### src/rtl/fc_buffer_sequencer.sv
// Write/read sequencer for the FC-layer input buffer (2*PE_Num single-word banks).
// Optional zero padding of the last partial row is enabled by defining FCBUF_ZERO_PAD_EN.
module fc_buffer_sequencer #(
  parameter int dwidth    = 16,
  parameter int PE_Num    = 8,
  parameter int FRAME_LEN = 400,
  parameter int RD_LAT    = 1
) (
  input  logic                  clk,
  input  logic                  rst_n,
  input  logic [dwidth-1:0]     din,
  input  logic                  din_valid,
  output logic                  din_ready,
  output logic [2*PE_Num-1:0]   wdata_st,
  output logic [5:0]            buffer_waddr,
  output logic [dwidth-1:0]     buf_din,
  output logic                  buf_full,
  input  logic                  rd_start,
  output logic                  rdata_st,
  output logic [5:0]            buffer_raddr,
  output logic                  rd_valid,
  output logic                  rd_last,
  output logic                  rd_done
);

  localparam int NB        = 2 * PE_Num;
  localparam int BW        = (NB > 1) ? $clog2(NB) : 1;
  localparam int ROWS      = (FRAME_LEN + NB - 1) / NB;
  localparam int LAST_BANK = (FRAME_LEN - 1) % NB;

  localparam logic [BW-1:0] BANK_MAX    = BW'(NB - 1);
  localparam logic [BW-1:0] BANK_FINAL  = BW'(LAST_BANK);
  localparam logic [5:0]    ROW_FINAL   = 6'(ROWS - 1);
  localparam logic [NB-1:0] STROBE_BASE = NB'(1);

`ifdef FCBUF_ZERO_PAD_EN
  typedef enum logic [2:0] {FILL, PAD, DRAIN, FULL, READ, FLUSH} state_t;
`else
  typedef enum logic [2:0] {FILL, DRAIN, FULL, READ, FLUSH} state_t;
`endif

  state_t              state_reg, state_next;
  logic [BW-1:0]       bank_reg, bank_next;
  logic [5:0]          row_reg, row_next;
  logic [5:0]          raddr_reg, raddr_next;
  logic [NB-1:0]       wst_reg, wst_next;
  logic [5:0]          waddr_reg, waddr_next;
  logic [dwidth-1:0]   wdata_reg, wdata_next;
  logic [RD_LAT-1:0]   vld_pipe_reg;
  logic [RD_LAT-1:0]   last_pipe_reg;
  logic                done_reg;
  logic                accept;
  logic                last_beat;

  assign accept    = (state_reg == FILL) && din_valid;
  assign last_beat = (row_reg == ROW_FINAL) && (bank_reg == BANK_FINAL);

  always_comb begin
    state_next = state_reg;
    bank_next  = bank_reg;
    row_next   = row_reg;
    raddr_next = raddr_reg;
    wst_next   = '0;
    waddr_next = waddr_reg;
    wdata_next = wdata_reg;
    case (state_reg)
      FILL: begin
        if (accept) begin
          wst_next   = STROBE_BASE << bank_reg;
          waddr_next = row_reg;
          wdata_next = din;
          bank_next  = (bank_reg == BANK_MAX) ? '0 : bank_reg + 1'b1;
          if (last_beat) begin
`ifdef FCBUF_ZERO_PAD_EN
            state_next = (LAST_BANK != NB - 1) ? PAD : DRAIN;
`else
            state_next = DRAIN;
`endif
          end else if (bank_reg == BANK_MAX) begin
            row_next = row_reg + 6'd1;
          end
        end
      end
`ifdef FCBUF_ZERO_PAD_EN
      PAD: begin
        // Zero-fill the tail of the last row, one bank per cycle.
        wst_next   = STROBE_BASE << bank_reg;
        waddr_next = row_reg;
        wdata_next = '0;
        if (bank_reg == BANK_MAX) begin
          bank_next  = '0;
          state_next = DRAIN;
        end else begin
          bank_next = bank_reg + 1'b1;
        end
      end
`endif
      DRAIN: state_next = FULL;
      FULL: begin
        if (rd_start) state_next = READ;
      end
      READ: begin
        if (raddr_reg == ROW_FINAL) begin
          raddr_next = '0;
          state_next = FLUSH;
        end else begin
          raddr_next = raddr_reg + 6'd1;
        end
      end
      FLUSH: begin
        // Leave once the final row's data is on the bus; rd_done follows next cycle.
        if (last_pipe_reg[RD_LAT-1]) begin
          bank_next  = '0;
          row_next   = '0;
          state_next = FILL;
        end
      end
      default: state_next = FILL;
    endcase
  end

  always_ff @(posedge clk) begin
    if (!rst_n) begin
      state_reg     <= FILL;
      bank_reg      <= '0;
      row_reg       <= '0;
      raddr_reg     <= '0;
      wst_reg       <= '0;
      waddr_reg     <= '0;
      wdata_reg     <= '0;
      vld_pipe_reg  <= '0;
      last_pipe_reg <= '0;
      done_reg      <= 1'b0;
    end else begin
      state_reg        <= state_next;
      bank_reg         <= bank_next;
      row_reg          <= row_next;
      raddr_reg        <= raddr_next;
      wst_reg          <= wst_next;
      waddr_reg        <= waddr_next;
      wdata_reg        <= wdata_next;
      vld_pipe_reg[0]  <= (state_reg == READ);
      last_pipe_reg[0] <= (state_reg == READ) && (raddr_reg == ROW_FINAL);
      for (int i = 1; i < RD_LAT; i++) begin
        vld_pipe_reg[i]  <= vld_pipe_reg[i-1];
        last_pipe_reg[i] <= last_pipe_reg[i-1];
      end
      done_reg <= last_pipe_reg[RD_LAT-1];
    end
  end

  assign din_ready    = (state_reg == FILL);
  assign wdata_st     = wst_reg;
  assign buffer_waddr = waddr_reg;
  assign buf_din      = wdata_reg;
  assign buf_full     = (state_reg == FULL) || (state_reg == READ) || (state_reg == FLUSH);
  assign rdata_st     = (state_reg == READ);
  assign buffer_raddr = raddr_reg;
  assign rd_valid     = vld_pipe_reg[RD_LAT-1];
  assign rd_last      = last_pipe_reg[RD_LAT-1];
  assign rd_done      = done_reg;

endmodule

### config.mk
export PLATFORM = sky130hd
export DESIGN_NAME = fc_buffer_sequencer
export DESIGN_NICKNAME = d
export VERILOG_FILES = /design/src/rtl/fc_buffer_sequencer.sv
export SDC_FILE = /design/constraint.sdc
export NUM_CORES = 1
export LEC_CHECK = 0
export ABC_AREA = 1
export BUFFER_PORTS_ARGS = -buffer_cell sky130_fd_sc_hd__buf_4
export CORE_ASPECT_RATIO = 0.8
export CORE_MARGIN = 1
export CORE_UTILIZATION = 52
export DETAILED_ROUTE_END_ITERATION = 8
export GPL_ROUTABILITY_DRIVEN = 0
export PLACE_DENSITY = 0.84
export SYNTH_ARGS = -nofsm -noshare
export SYNTH_HDL_FRONTEND = slang
export SYNTH_SLANG_ARGS = --single-unit
export TNS_END_PERCENT = 10
### constraint.sdc
create_clock -name clk -period 1.8 [get_ports clk]
set_clock_uncertainty 0.2 [all_clocks]
set_input_delay 0.36 -clock clk [delete_from_list [all_inputs] [get_ports clk]]
set_output_delay 0.36 -clock clk [all_outputs]
set_load 0.02 [all_outputs]
==> metrics.txt <==
clock slew at reported path FFs 70 ps; family with the most delay on the worst path flip-flops; largest net degree at the start of global routing 20; Seq/Total Area, Yosys 0.472; syn_nets 352; Iter 0 DRT Violations 121; port bufs 69; die width 80.2 um; slew of the pin with the lowest slew margin 346 ps; cell area after synthesis 2550 um^2; final wirelength 5.76 mm; # DRC 0; maximum VDD drop 0.703 mV; Yosys warning count 0; drt via density 5.01; Critical-path top delay cell dfxtp_2; Total GRT Usage 0.243; crit-path max FO 4; fin. max-slew vios 0; core area 4650 um^2; RSZ-0062 raised after global routing true; routed via count 2,359; Die Span Y 64.6 um; CTS root buf clkbuf_8; global-route wire length before repair 9.62 mm; CP bufs+invs 2; Crit Path Class flop to primary output; vias in the first global route 2,226; # H-tree levels 3; Worst Hold Slack 35.6 ps; Post-synth EDFFs 0; Hold WC Path Type primary input to flop; Primary FF master, synth dfxtp_1; num ports 70; commonest non-fill, non-tap cell in the layout buf_4; final setup fails 0; min Tclk post-route 1770 ps; cell count after synthesis 322; cells along the critical path nor2_4 -> nand2_2 -> inv_2 -> buf_4; max_cap viols 0; pwr/cell area 851 nW/um^2; Worst EP required 1240 ps; post-synth cell types 30; ys async rst share 0; wire length per cell 12.2 um; Initial Utilization 0.547; initial antenna violation count 0; Startpoint Class flop; most frequent cells in the layout buf_4 (84), nor2_1 (62), dfxtp_1 (57); Seq cells post-synth 60; Cell Rows 22; fmax 0.566 GHz; Design Area, Final 3390 um^2; crit path DAT 1210 ps; Tcrit/Tclk final 0.982; status finished, final reports clean; area of placed instances 3130 um^2; Mean Syn Cell Area 7.91 um^2; gr ovfl total 0; number of diodes 0; CTS Sinks 60; TritonCTS clock tree done; CP endpoint kind primary output; nets 436; total power draw 0.00288 W; share of post-route cells with drive strength above 1 0.304; Max transition margin 0.767; Post-CTS Hold Buffers 0; First-pass DRT Iterations 4; insertion delay to the later sink of the worst-skew pair 340 ps; setup_tns 0 ps; leakage 1.58 nW; Synth-to-Final Area Change 33.1%; Post-DP HPWL 4.09 mm; Detail Route Antenna Nets 0; Max stage delay on crit path 340 ps; Final Hold Fails 0; cts bufs inserted 9; area of the die 5180 um^2; deepest clock path buffer count 2
[timing repair]
item	4_1_cts	5_1_grt
buffers inserted	1	5
setup endpoints to repair	2	7
pin swaps	1	2
gates resized for setup	3	5
[final cells by class]
class | count | area (um^2)
tap | 60 | 75.1
clock inverter | 6 | 63.8
multi-input combinational | 212 | 1130
timing repair buffer | 84 | 631
fill | 364 | 1260
sequential | 60 | 1200
inverter | 39 | 149
clock buffer | 10 | 138
[tightest hold or removal path, delay by kind of cell]
family / cells / cell delay (ps)
buffers and inverters: 1 / 80
AND/OR/NAND/NOR: 2 / 110
[cell usage after synthesis, types with 2 or more instances]
library cell  instances  area [um^2]
ha_1                 10          125
dfxtp_1              60         1200
nand4_1               4         25.0
nand2_2               2         12.5
o21ai_0              25          125
nand2_1              35          131
o21ai_1               4         20.0
inv_2                 3         11.3
a21oi_1              15         75.1
buf_6                 4         45.0
nand3b_1              2         15.0
nor2_1               63          236
buf_2                 5         25.0
nand3_4               3         52.6
inv_1                34          128
nor2_4                4         45.0
nand3_1              20          100
nor3_1               17         85.1
[path summary, 6_finish.rpt]
check                       startpoint                       to  slack (ps)  depth (start not counted)
max          state_reg[1]$_SDFFE_PN0P_                din_ready          30                          4
min reg2reg         rd_last$_SDFF_PN0_       rd_done$_SDFF_PN0_         290                          2
min                             din[6]  buf_din[6]$_SDFFE_PN0P_          40                          3
max reg2reg  state_reg[1]$_SDFFE_PN0P_  wdata_st[10]$_SDFF_PN0_         110                          6
[metrics by stage]
stage | instances | worst slack, ps | utilization
final | 471 | 32.6 | 0.728
after global routing | 471 | -29.8 | 0.728
after CTS | 466 | 20.1 | 0.718
after detailed placement | 449 | 68.8 | 0.673
after global placement | 449 | 152 | 0.673
after floorplan | 322 | 230 | -
[layer usage]
metal | vias up | routed length [um] | global-route usage
li1 | 1203 | - | -
met1 | 1064 | 2530 | 0.300
met2 | 87 | 2660 | 0.384
met3 | 5 | 512 | 0.0944
met4 | 0 | 57 | 0.0915
met5 | - | 0 | 0
[power breakdown]
group          internal (W)  total, W  leakage, nW  switching, W
Sequential          0.00137   0.00139        0.491     0.0000234
Clock              0.000673   0.00122       0.0983      0.000545
Combinational      0.000118  0.000275        0.990      0.000156
Total               0.00216   0.00288         1.58      0.000725
[cell families after synthesis]
logic type / Yosys count / synth area share
AOI/OAI and AO/OA: 46 / 0.0929
xor gates and xnor gates: 1 / 0.00344
adders and majority gates: 10 / 0.0491
buffers and inverters: 50 / 0.0889
DFF: 60 / 0.472
and+or+nand+nor: 155 / 0.294
(Power assumes the default switching activity.)
